## config.mk

```make
export PLATFORM = sky130hd
export DESIGN_NAME = wb_port_arbiter
export DESIGN_NICKNAME = d
export VERILOG_FILES = /design/src/rtl/wb_port_arbiter.sv
export SDC_FILE = /design/constraint.sdc
export NUM_CORES = 1
export LEC_CHECK = 0
export ABC_AREA = 1
export BUFFER_PORTS_ARGS = -buffer_cell sky130_fd_sc_hd__buf_2
export CAP_MARGIN = 30
export CELL_PAD_IN_SITES_DETAIL_PLACEMENT = 1
export CELL_PAD_IN_SITES_GLOBAL_PLACEMENT = 1
export CORE_MARGIN = 2
export CORE_UTILIZATION = 40
export DETAILED_ROUTE_END_ITERATION = 7
export GPL_ROUTABILITY_DRIVEN = 0
export PLACE_DENSITY = 0.81
export REMOVE_ABC_BUFFERS = 1
export SLEW_MARGIN = 10
export SYNTH_ARGS = -nofsm -noshare
export SYNTH_HDL_FRONTEND = slang
export SYNTH_SLANG_ARGS = --single-unit
```

## constraint.sdc

```tcl
create_clock -name clk -period 4.6 [get_ports clk]
set_clock_uncertainty 0.15 [all_clocks]
set_input_delay 0.92 -clock clk [delete_from_list [all_inputs] [get_ports clk]]
set_output_delay 0.92 -clock clk [all_outputs]
set_load 0.1 [all_outputs]
```

## src/rtl/wb_port_arbiter.sv

```systemverilog
// wb_port_arbiter
// Shares the single register-file write port between the pipeline writeback
// stage and a long-latency unit (mul/div). Long-latency results that cannot
// be written straight away wait in a small FIFO and drain into free writeback
// slots. A one-bit-per-register scoreboard tracks registers still waiting for
// a long-latency result and drives the decode-stage stall (RAW and WAW).
//
// Ports:
//   clk, rstn                       clock (rising edge), synchronous active-low reset
//   wb_en, wb_reg, wb_data          pipeline writeback request
//   lu_valid, lu_reg, lu_data       long-latency result offer
//   lu_ready                        result accepted this cycle (with lu_valid)
//   issue_en, issue_reg             long-latency op issued; marks issue_reg pending
//   chk_rs1, chk_rs2, chk_rd        decode-stage operands to test against the scoreboard
//   hazard                          decode instruction must stall
//   write_en, write_reg, write_data register-file write port (combinational)
//   sb_error                        sticky: result arrived for a non-pending register
module wb_port_arbiter #(
  parameter int REG_WIDTH  = 32,
  parameter int REG_COUNT  = 32,
  parameter int FIFO_DEPTH = 2,
  parameter int REG_BITS   = $clog2(REG_COUNT)
) (
  input  logic                 clk,
  input  logic                 rstn,
  input  logic                 wb_en,
  input  logic [REG_BITS-1:0]  wb_reg,
  input  logic [REG_WIDTH-1:0] wb_data,
  input  logic                 lu_valid,
  input  logic [REG_BITS-1:0]  lu_reg,
  input  logic [REG_WIDTH-1:0] lu_data,
  output logic                 lu_ready,
  input  logic                 issue_en,
  input  logic [REG_BITS-1:0]  issue_reg,
  input  logic [REG_BITS-1:0]  chk_rs1,
  input  logic [REG_BITS-1:0]  chk_rs2,
  input  logic [REG_BITS-1:0]  chk_rd,
  output logic                 hazard,
  output logic                 write_en,
  output logic [REG_BITS-1:0]  write_reg,
  output logic [REG_WIDTH-1:0] write_data,
  output logic                 sb_error
);

  localparam int PTR_BITS = $clog2(FIFO_DEPTH);
  localparam logic [PTR_BITS:0]   CNT_FULL = (PTR_BITS + 1)'(FIFO_DEPTH);
  localparam logic [PTR_BITS:0]   CNT_ONE  = (PTR_BITS + 1)'(1);
  localparam logic [PTR_BITS-1:0] PTR_ONE  = PTR_BITS'(1);
  localparam logic [REG_BITS-1:0] REG_ZERO = {REG_BITS{1'b0}};

  logic [REG_BITS-1:0]  mem_reg_q  [FIFO_DEPTH];
  logic [REG_BITS-1:0]  mem_reg_d  [FIFO_DEPTH];
  logic [REG_WIDTH-1:0] mem_data_q [FIFO_DEPTH];
  logic [REG_WIDTH-1:0] mem_data_d [FIFO_DEPTH];
  logic [PTR_BITS-1:0]  rd_ptr_q, rd_ptr_d;
  logic [PTR_BITS-1:0]  wr_ptr_q, wr_ptr_d;
  logic [PTR_BITS:0]    count_q, count_d;
  logic [REG_COUNT-1:0] pending_q, pending_d;
  logic                 sb_error_q, sb_error_d;

  logic slot_busy_s;
  logic fifo_empty_s;
  logic fifo_full_s;
  logic bypass_s;
  logic accept_s;
  logic push_s;
  logic pop_s;

  // Write-port arbitration: pipeline first, then FIFO head, then bypass.
  always_comb begin
    slot_busy_s  = wb_en && (wb_reg != REG_ZERO);
    fifo_empty_s = (count_q == {(PTR_BITS + 1){1'b0}});
    fifo_full_s  = (count_q == CNT_FULL);
    bypass_s     = rstn && !slot_busy_s && fifo_empty_s && lu_valid;
    lu_ready     = rstn && (!fifo_full_s || bypass_s);
    accept_s     = lu_valid && lu_ready;
    // Bypassed results and results to x0 never enter the FIFO.
    push_s       = accept_s && !bypass_s && (lu_reg != REG_ZERO);
    pop_s        = 1'b0;
    write_en     = 1'b0;
    write_reg    = REG_ZERO;
    write_data   = {REG_WIDTH{1'b0}};
    if (!rstn) begin
      write_en = 1'b0;
    end else if (slot_busy_s) begin
      write_en   = 1'b1;
      write_reg  = wb_reg;
      write_data = wb_data;
    end else if (!fifo_empty_s) begin
      pop_s      = 1'b1;
      write_en   = 1'b1;
      write_reg  = mem_reg_q[rd_ptr_q];
      write_data = mem_data_q[rd_ptr_q];
    end else if (bypass_s && (lu_reg != REG_ZERO)) begin
      write_en   = 1'b1;
      write_reg  = lu_reg;
      write_data = lu_data;
    end else begin
      write_en = 1'b0;
    end
  end

  // FIFO next state: pop and push may share a cycle (push only when not full).
  always_comb begin
    mem_reg_d  = mem_reg_q;
    mem_data_d = mem_data_q;
    rd_ptr_d   = rd_ptr_q;
    wr_ptr_d   = wr_ptr_q;
    count_d    = count_q;
    if (pop_s) begin
      rd_ptr_d = rd_ptr_q + PTR_ONE;
    end else begin
      rd_ptr_d = rd_ptr_q;
    end
    if (push_s) begin
      mem_reg_d[wr_ptr_q]  = lu_reg;
      mem_data_d[wr_ptr_q] = lu_data;
      wr_ptr_d             = wr_ptr_q + PTR_ONE;
    end else begin
      wr_ptr_d = wr_ptr_q;
    end
    case ({push_s, pop_s})
      2'b10:   count_d = count_q + CNT_ONE;
      2'b01:   count_d = count_q - CNT_ONE;
      default: count_d = count_q;
    endcase
  end

  // Scoreboard next state: clears on the actual write, then issue sets (set wins).
  always_comb begin
    pending_d  = pending_q;
    sb_error_d = sb_error_q;
    if (accept_s && (lu_reg != REG_ZERO) && !pending_q[lu_reg]) begin
      sb_error_d = 1'b1;
    end else begin
      sb_error_d = sb_error_q;
    end
    if (pop_s) begin
      pending_d[mem_reg_q[rd_ptr_q]] = 1'b0;
    end else if (bypass_s && (lu_reg != REG_ZERO)) begin
      pending_d[lu_reg] = 1'b0;
    end else begin
      pending_d = pending_d;
    end
    if (issue_en && (issue_reg != REG_ZERO)) begin
      pending_d[issue_reg] = 1'b1;
    end else begin
      pending_d = pending_d;
    end
    pending_d[0] = 1'b0;
  end

  // Stall from registered scoreboard only; x0 is masked on every operand.
  always_comb begin
    hazard = rstn && (((chk_rs1 != REG_ZERO) && pending_q[chk_rs1]) ||
                      ((chk_rs2 != REG_ZERO) && pending_q[chk_rs2]) ||
                      ((chk_rd  != REG_ZERO) && pending_q[chk_rd]));
    sb_error = sb_error_q;
  end

  // Control and scoreboard state; reset discards buffered results and pending bits.
  always_ff @(posedge clk) begin
    if (!rstn) begin
      rd_ptr_q   <= {PTR_BITS{1'b0}};
      wr_ptr_q   <= {PTR_BITS{1'b0}};
      count_q    <= {(PTR_BITS + 1){1'b0}};
      pending_q  <= {REG_COUNT{1'b0}};
      sb_error_q <= 1'b0;
    end else begin
      rd_ptr_q   <= rd_ptr_d;
      wr_ptr_q   <= wr_ptr_d;
      count_q    <= count_d;
      pending_q  <= pending_d;
      sb_error_q <= sb_error_d;
    end
  end

  // FIFO storage; contents are only meaningful under the count, so no reset.
  always_ff @(posedge clk) begin
    mem_reg_q  <= mem_reg_d;
    mem_data_q <= mem_data_d;
  end

endmodule

```

==> metrics.yaml, run 1 <==
outcome: "completed"
final_nets: 1163
drc: 0
drt-vias-per-instance: 5.67
pre_cts_slack_ps: 752
drt_iter0_markers: 650
cts_sinks: 110
cts_tree: "built"
finalWorstSetupSlack_ps: 764
crit-reg2reg-launch: "count_q[0]"
seqPwrFrac: 0.389
areaGrowthSynthToFinish_pct: 25.5
wire_per_inst_um: 20.2
clockBufferDepth: 2
min_period_ps: 3840
ios: 140
grt_setup_unrepaired: "false"
swShare: 0.331
yosysUniqueCellTypes: 34
hold_viol: 0
p_int_w: 0.00190
timing.rr.end: "mem_data_q[10]"
multiInputGateArea_sq_um: 3310
finalCritPeriodShare: 0.834
ir_drop_mv: 0.182
critPathTopFamily: "buffers and inverters"
register_area_sq_um: 2940
min_from: "sb_error"
tightest_slew_ps: 956
utilization: 0.512
critical-path-slowest-cell: "buf_4"
ys_seq_elements: 110
core_region_area_sq_um: 16600
io_buffer_count: 139
power.share.clock: 0.342
die_h_um: 134
grt_pass1_vias: 7476
rrSetupSlack_ps: 2060
grt_pass1_wl_mm: 41.0
min_to: "sb_error"
wl_mm: 26.0
grt_overflow: 0
fmax_mhz: 261
yosysWarnings: 0
slew_headroom: 0.358
dieArea_sq_um: 18000
p_sw_w: 0.000936
powerDensity_nw_per_um2: 334
holdBufCountCts: 0
synth.area.mux_share: 0
cts_resized: 0
htreeDepth: 3
synth_xor_area_frac: 0
path_class: "in2out"
endpoint_kind: "primary output"
critPathMaxStageDelay_ps: 380
antenna_found_initial: 0
totalNegativeSetupSlack_ps: 0
synth_top_family_by_area: "simple AND/OR/NAND/NOR gates"
cpMostUsedCell: "nand2_1"
layout_common_cells: "nand2_1 (203), nor2_1 (120), a21oi_1 (111)"
arrival_ps: 2770
synth_cells: 948
finalSetupViolCount: 0
p_leak_nw: 3.40
start_kind: "input port"
ant_nets: 0
share_comb_of_total_power: 0.269
hpwl_mm: 18.6
clk_pin_slew_ps: 70
post_cts_buffers: 0
dieWidth_um: 134
final_common_cell: "nand2_1"
grt_max_degree: 76
critPathMaxFanout: 34
synthAdderAreaFrac: 0.00185
antenna_cells: 0
root_buffer: "clkbuf_16"
cts_buffers: 9
synth-simple-area-share: 0.282
syn_avg_cell_area_sq_um: 7.13
timing.critical_path.from: "wb_reg[1]"
synth-compound-area-share: 0.202
drtPass1Iterations: 5
crit_buf_inv: 4
drive_above_1_share: 0.184
path_cells: "buf_2, nor2_1, nand3b_1, nand2_2, nand2_1, inv_2, nand3_2, nor2_4, buf_4, nand2_1, a31oi_1, buf_12"
num_rows: 47
netlist_area_sq_um: 6760
drv_cap: 0
reg2reg_depth: 7
min_path_type: "reg2reg"
fillCellCount: 2160
yosysSeqAreaShare: 0.435
clock_latency_ps: 360
slew_violations: 0
holdPathStages: 2
grt_usage: 0.294
cp.required_ps: 3530
via_count: 7301
start_util: 0.408
-- power groups by stage --
stage	combinational [W]	clock [W]	sequential [W]
global route	0.000812	0.00101	0.00110
CTS	0.000759	0.000971	0.00110
finish	0.000762	0.000969	0.00110
global placement	0.000737	0	0.00112
detailed placement	0.000754	0	0.00112
floorplan	0.000444	0	0.00113
-- how the worst max path moves through the flow --
stage | to | slack [ps] | cells after the start
6_report | write_reg[4] | 760 | 12
5_1_grt | write_data[1] | 590 | 12
4_1_cts | write_reg[4] | 750 | 12
3_5_place_dp | write_reg[4] | 750 | 12
3_3_place_gp | hazard | 870 | 14
2_1_floorplan | write_reg[3] | -1740 | 9
-- per-stage QoR --
stage	hold WS (ps)	total power, W	area (sq um)	instances
floorplan	320	0.00157	6520	900
global placement	286	0.00186	8110	1271
detailed placement	293	0.00188	8120	1272
CTS	305	0.00283	8490	1288
global route	327	0.00292	8490	1288
finish	307	0.00283	8490	1288
-- cells in the mapped netlist, drive strengths merged --
cell type | n | share of area
nand2 | 208 | 0.12
o21ai | 126 | 0.095
nor2 | 125 | 0.070
a21oi | 111 | 0.082
nand3 | 89 | 0.071
inv | 76 | 0.042
edfxtp | 74 | 0.33
dfxtp | 36 | 0.11
clkbuf | 28 | 0.016
buf | 20 | 0.021
nor3 | 20 | 0.016
o22ai | 12 | 0.011
a31oi | 6 | 0.0056
o211ai | 5 | 0.0056
or2 | 4 | 0.0037
nand3b | 2 | 0.0022
a21boi | 1 | 0.0011
and3 | 1 | 0.00093
clkinv | 1 | 0.00055
ha | 1 | 0.0018
nand4 | 1 | 0.00093
o2111ai | 1 | 0.0013
-- layout make-up --
cell class	instances	area share
clock buffers	9	0.0265
clock inverters	7	0.0170
inverters	77	0.0341
multi-input cells	713	0.390
flip-flops and latches	110	0.347
well taps	220	0.0324
repair buffers	152	0.153
-- layer usage --
metal  global-route usage  up-vias  wire (um)
li1                     -     3449          -
met1                0.387     3558      11100
met2                0.490      231      12400
met3               0.0363       63       1560
met4                0.124        0        971
met5                    0        -          0
-- worst register-to-register path, cell delays in order (launching register included) --
cell and delay [ps]:
dfxtp_1 370, inv_1 80, a21oi_1 200, nand2_1 100, nor2_1 290, nand2_1 240, nor2_4 290, buf_4 460
-- flip-flops by register name, indices dropped and copies added (netlist names) --
register	flops
wr_ptr_q	1
count_q	2
sb_error	1
pending_q	31
mem_data_q	64
rd_ptr_q	1
mem_reg_q	10
-- cells by family after synthesis --
| kind of cell | Yosys count |
|---|---|
| AOI/OAI and AO/OA | 262 |
| adders and majority gates | 1 |
| buffers and inverters | 125 |
| DFF | 110 |
| and+or+nand+nor | 450 |
Note: power is estimated with default switching activity, not from simulation.
==> run 2, diff against run 1 <==
--- a/config.mk
+++ b/config.mk
@@ -5,16 +5,16 @@
 export SDC_FILE = /design/constraint.sdc
 export NUM_CORES = 1
 export LEC_CHECK = 0
-export ABC_AREA = 1
+export ABC_AREA = 0
 export BUFFER_PORTS_ARGS = -buffer_cell sky130_fd_sc_hd__buf_2
 export CAP_MARGIN = 30
 export CELL_PAD_IN_SITES_DETAIL_PLACEMENT = 1
 export CELL_PAD_IN_SITES_GLOBAL_PLACEMENT = 1
 export CORE_MARGIN = 2
-export CORE_UTILIZATION = 40
+export CORE_UTILIZATION = 39
 export DETAILED_ROUTE_END_ITERATION = 7
 export GPL_ROUTABILITY_DRIVEN = 0
-export PLACE_DENSITY = 0.81
+export PLACE_DENSITY = 0.78
 export REMOVE_ABC_BUFFERS = 1
 export SLEW_MARGIN = 10
 export SYNTH_ARGS = -nofsm -noshare
==> constraint.sdc (replaced) <==
create_clock -name clk -period 3.3 [get_ports clk]
set_clock_uncertainty 0.15 [all_clocks]
set_input_delay 0.66 -clock clk [delete_from_list [all_inputs] [get_ports clk]]
set_output_delay 0.66 -clock clk [all_outputs]
set_load 0.1 [all_outputs]
==> metrics.yaml, run 2 <==
outcome: "complete, but fails checks"
violations: "setup timing"
start_util: 0.402  # -0.00614
yosysSeqAreaShare: 0.460  # +0.0244
ys_seq_elements: 110  # unchanged
num_rows: 46  # -2.1%
grt_max_degree: 39  # -49%
drive_above_1_share: 0.456  # +0.271
ir_drop_mv: 0.276  # +52%
fmax_mhz: 276
netlist_area_sq_um: 6400  # -5.3%
wl_mm: 27.8  # +6.8%
cp.required_ps: 2490  # -1040 ps
clock_latency_ps: 360  # about the same
dieArea_sq_um: 17500  # -2.8%
swShare: 0.349  # +0.0180
crit-reg2reg-launch: "count_q[1]"
via_count: 6539  # -10%
top_regs: "mem_data_q: 64 flops, pending_q: 31 flops, mem_reg_q: 10 flops"
min_period_ps: 3620
finalWorstSetupSlack_ps: -322  # -1090 ps
wire_per_inst_um: 28.4  # +41%
final_common_cell: "buf_2"
grt_overflow: 0  # unchanged
yosysUniqueCellTypes: 51  # +50%
io_buffer_count: 139  # unchanged
dieWidth_um: 132  # -1.4%
reg2reg_depth: 6  # -1
clk_pin_slew_ps: 70  # about the same
endpoint_kind: "primary output"
slew_headroom: 0.613  # +0.256
hold_slack_ps: 318  # +11.1 ps
grt_pass1_wl_mm: 37.9  # -7.7%
cpMostUsedCell: "buf_6"
die_h_um: 132  # -1.4%
layout_common_cells: "buf_2 (94), edfxtp_1 (74), o22ai_1 (55)"
synth_top_area_frac: 0.347  # +0.0184
root_buffer: "clkbuf_16"
critPathMaxFanout: 13  # -62%
htreeDepth: 3  # unchanged
dpl_cell_area_sq_um: 8080  # -0.51%
clockBufferDepth: 2  # unchanged
critical-path-slowest-cell: "or4_4"
tightest_slew_ps: 580  # -376 ps
finalInstanceArea_sq_um: 9210  # +8.5%
finalCritPeriodShare: 1.10
drtPass1Iterations: 5  # unchanged
slew_violations: 0  # unchanged
start_kind: "input port"
ios: 140  # unchanged
netlist_top_cells_count: "edfxtp_1 (74), o22ai_1 (55), nor2_1 (54)"
synth_area_leaders: "edfxtp_1 (35%), dfxtp_1 (11%), mux2_2 (7.4%), mux4_2 (7.0%), o22ai_1 (5.4%)"
synthArstFlopShare: 0  # unchanged
timing.critical_path.from: "wb_reg[1]"
cts_buffers: 9  # unchanged
drt-vias-per-instance: 6.69  # +18%
yosysTopAreaCell: "edfxtp_1"
ant_nets: 0  # unchanged
arrival_ps: 2810  # +40 ps
final_cells: 977  # -24%
hold_viol: 0  # unchanged
p_int_w: 0.00253  # +33%
p_sw_w: 0.00135  # +45%
grt_usage: 0.278  # -0.0160
grt_pass1_vias: 6479  # -13%
yosysWarnings: 0  # unchanged
timing.critical_path.to: "write_reg[3]"
path_class: "in2out"
final_nets: 854  # -27%
power.share.clock: 0.287  # -0.055
min_path_type: "reg2reg"
finalSetupViolCount: 37  # +37
grt_setup_unrepaired: "true"
largest_register_ffs: 64  # unchanged
synth_ff_type: "edfxtp_1"
areaGrowthSynthToFinish_pct: 43.8
synth_edf_count: 74  # unchanged
drv_cap: 0  # unchanged
hpwl_mm: 16.8  # -9.4%
path_cells: "buf_6, or4_4, o21a_4, nor3_4, buf_6, buf_8, nand2_1, a311oi_1, buf_4, buf_12"
power_w: 0.00388  # +37%
fillCellCount: 1658  # -23%
timing.rr.end: "pending_q[31]"
antenna_found_initial: 2  # +2
rrSetupSlack_ps: 920  # -1140 ps
p_leak_nw: 3.20  # -5.8%
top_register: "mem_data_q"
holdPathStages: 1  # -1
dp_cells: 943  # -26%
core_region_area_sq_um: 15900  # -3.9%
holdBufCountCts: 0  # unchanged
cts_tree: "built"
pre_cts_slack_ps: -215  # -967 ps
powerDensity_nw_per_um2: 421  # +26%
drc: 0  # unchanged
critPathMaxStageDelay_ps: 540  # +160 ps
syn_avg_cell_area_sq_um: 10.7  # +49%
share_comb_of_total_power: 0.317  # +0.048
drt_iter0_markers: 714  # +9.8%
synth_cells: 601  # -37%
cts_sinks: 110  # unchanged
seqPwrFrac: 0.396  # +0.007
yosysMostFrequentCell: "edfxtp_1"
## run 2: cell families (layout without fill, tap and decap cells)
kind of cell | count (synthesis) | in the layout | share of synthesized area
and+or+nand+nor | 201 | 201 | 0.158
AOI/OAI and AO/OA | 143 | 143 | 0.161
DFF | 110 | 110 | 0.460
muxes | 83 | 83 | 0.177
buffers and inverters | 59 | 217 | 0.0371
xor gates and xnor gates | 4 | 4 | 0.00547
adders and majority gates | 1 | 1 | 0.00195
other | 0 | 2 | 0
## run 2: worst min path at each step
stage | startpoint | endpoint
after CTS | sb_error | sb_error
after floorplan | pending_q[10] | pending_q[10]
after global placement | sb_error | sb_error
after global routing | lu_data[11] | mem_data_q[43]
final | sb_error | sb_error
after detailed placement | sb_error | sb_error
## run 2: through the flow
step,setup TNS (ps),util
floorplan,-198420,-
global placement,-2700,0.505
CTS,-2520,0.551
global route,-6160,0.578
detailed placement,-4830,0.507
finish,-4480,0.578
## run 2: critical path, delay by kind of cell
kind	cells	cell delay [ps]
and+or+nand+nor	3	810
buffers and inverters	5	760
AOI/OAI and AO/OA	2	560
## run 2: what timing repair did
| item | 4_1_cts | 5_1_grt |
|---|---|---|
| gates cloned | 1 | 2 |
| endpoints found under the setup margin | 35 | 39 |
| setup buffers | 3 | 12 |
| pin swaps | 10 | 23 |
| gates resized for setup | 66 | 46 |
## run 2: routing by layer
layer | share of wire | wire [um] | track usage
met4 | 0.051 | 1410 | 0.0839
met5 | 0 | 0 | 0
met3 | 0.085 | 2350 | 0.0681
met2 | 0.50 | 13800 | 0.488
met1 | 0.37 | 10200 | 0.337
## run 2: final cells by class
class	count	area, sq um	share of cell area
sequential	110	2940	0.320
clock inverter	7	65.1	0.00706
antenna	2	5.00	0.000543
timing repair buffer	187	1800	0.196
tap	216	270	0.0293
clock buffer	9	225	0.0245
multi-input combinational	432	3840	0.417
inverter	14	52.6	0.00571
## run 2: power by group through the flow
stage / Combinational [W] / Clock [W] / Sequential [W]
CTS: 0.00109 / 0.00109 / 0.00153
floorplan: 0.000562 / 0 / 0.00157
global placement: 0.000979 / 0 / 0.00156
finish: 0.00123 / 0.00112 / 0.00154
detailed placement: 0.00101 / 0 / 0.00156
global route: 0.00127 / 0.00118 / 0.00154
==> run 3, diff against run 2 <==
==> constraint.sdc (replaced) <==
create_clock -name clk -period 2.94 [get_ports clk]
set_clock_uncertainty 0.15 [all_clocks]
set_input_delay 0.588 -clock clk [delete_from_list [all_inputs] [get_ports clk]]
set_output_delay 0.588 -clock clk [all_outputs]
set_load 0.1 [all_outputs]
==> metrics.yaml, run 3 (synthesis results as in run 2) <==
grt_usage: 0.309  # +0.0313
share_comb_of_total_power: 0.322  # +0.005
drtPass1Iterations: 5  # unchanged
dieArea_sq_um: 17500  # unchanged
top_register: "mem_data_q"
final_cells: 1004  # +2.8%
htreeDepth: 3  # unchanged
drt_iter0_markers: 977  # +37%
gr-usage-met1: 0.371  # +0.0341
critPathMaxFanout: 6  # -7
slew_headroom: 0.449  # -0.164
grt_overflow: 0  # unchanged
totalNegativeSetupSlack_ps: -17450  # -12970 ps
grt_pass1_vias: 6741  # +4.0%
cts_sinks: 110  # unchanged
cts_buffers: 9  # unchanged
layout_common_cells: "buf_2 (93), edfxtp_1 (74), o22ai_1 (54), buf_4 (54), nor2_1 (51)"
violations: "setup timing"
arrival_ps: 2790  # -20 ps
holdBufCountCts: 0  # unchanged
antenna_found_initial: 2  # unchanged
swShare: 0.355  # +0.00651
drt-vias-per-instance: 7.02  # +4.9%
p_leak_nw: 3.34  # +4.2%
start_util: 0.402  # unchanged
ir_drop_mv: 0.300  # +8.7%
outcome: "complete, but fails checks"
ant_nets: 0  # unchanged
clk_pin_slew_ps: 80  # about the same
met3_usage: 0.0704  # +0.00231
hold_viol: 0  # unchanged
largest_register_ffs: 64  # unchanged
finalWorstSetupSlack_ps: -586  # -264 ps
areaGrowthSynthToFinish_pct: 49.0
ios: 140  # unchanged
met2_usage: 0.520  # +0.0321
path_class: "in2out"
p_sw_w: 0.00158  # +17%
grt_setup_unrepaired: "true"
pre_cts_slack_ps: -472  # -257 ps
wl_mm: 32.1  # +16%
clockBufferDepth: 2  # unchanged
start_kind: "input port"
cts_tree: "built"
cp.required_ps: 2200  # -290 ps
dieWidth_um: 132  # unchanged
finalCritPeriodShare: 1.20
via_count: 7048  # +7.8%
wire_per_inst_um: 32.0  # +13%
top_regs: "mem_data_q: 64 flops, pending_q: 31 flops, mem_reg_q: 10 flops"
drv_cap: 0  # unchanged
grt_pass1_wl_mm: 41.4  # +9.2%
busiest_layer: "met2"
seqPwrFrac: 0.388  # -0.008
tightest_slew_ps: 805  # +225 ps
finalSetupViolCount: 40  # +8.1%
die_h_um: 132  # unchanged
root_buffer: "clkbuf_16"
final_nets: 881  # +3.2%
power.share.clock: 0.290  # +0.003
hpwl_mm: 17.4  # +3.7%
slew_violations: 0  # unchanged
min_period_ps: 3530
endpoint_kind: "primary output"
dp_cells: 960  # +1.8%
powerDensity_nw_per_um2: 466  # +11%
clock_latency_ps: 370  # about the same
grt_max_degree: 37  # -5.1%
io_buffer_count: 139  # unchanged
core_region_area_sq_um: 15900  # unchanged
p_int_w: 0.00287  # +13%
drc: 0  # unchanged
drive_above_1_share: 0.501  # +0.0454
final_common_cell: "buf_2"
min_path_type: "in2reg"
fmax_mhz: 284
fillCellCount: 1615  # -2.6%
num_rows: 46  # unchanged
run 3: cell count changes in the layout (fill, tap and decap cells not counted), sizes merged:
cell,delta
clkbuf,+2
inv,+1
clkinvlp,+3
buf,+25
clkinv,-4
run 3: final timing paths:
check | cells after the start | slack (ps) | endpoint | from
min reg2reg | 1 | 380 | sb_error | sb_error
max reg2reg | 5 | 480 | sb_error | pending_q[22]
min | 1 | 280 | mem_data_q[49] | lu_data[17]
max | 11 | -590 | write_data[20] | lu_reg[2]
run 3: per-layer routing:
layer,share of wire,up-vias
li1,-,2769
met1,0.35,3439
met2,0.48,634
met3,0.11,206
met4,0.072,0
met5,0,-
run 3: critical path, stage by stage:
cell and delay (ps):
buf_2 100, or3_4 400, o311ai_4 300, buf_6 180, nor3_4 60, buf_6 140
buf_12 130, buf_4 130, a221oi_1 450, nor3_2 110, buf_12 180
run 3: layout make-up:
class / count / area, sq um / share of cell area
Clock inverter: 7 / 72.6 / 0.00761
Antenna cell: 2 / 5.00 / 0.000525
Tap cell: 216 / 270 / 0.0283
Timing Repair Buffer: 214 / 2110 / 0.221
Clock buffer: 9 / 225 / 0.0236
Inverter: 14 / 52.6 / 0.00551
Sequential cell: 110 / 2960 / 0.311
Multi-Input combinational cell: 432 / 3840 / 0.402
run 3: stage by stage:
step	instance area (sq um)	total power, W	utilization	hold WS [ps]
after floorplan	6220	0.00239	-	330
after global placement	8180	0.00286	0.513	299
after detailed placement	8200	0.00290	0.515	329
after CTS	9160	0.00424	0.574	279
after global routing	9540	0.00452	0.598	270
final	9540	0.00445	0.598	276
run 3: power by group through the flow:
stage / Sequential, W / Clock (W) / Combinational (W)
floorplan: 0.00176 / 0 / 0.000631
global placement: 0.00175 / 0 / 0.00111
detailed placement: 0.00176 / 0 / 0.00115
CTS: 0.00172 / 0.00124 / 0.00128
global route: 0.00173 / 0.00133 / 0.00146
finish: 0.00173 / 0.00129 / 0.00143
run 3: timing repair:
| action | in CTS | in global routing |
|---|---|---|
| setup endpoints to repair | 39 | 39 |
| gates cloned | 3 | 1 |
| resized for setup | 99 | 64 |
| endpoints found under the hold margin | 0 | 0 |
| setup buffers | 10 | 16 |
| pin swaps | 17 | 20 |
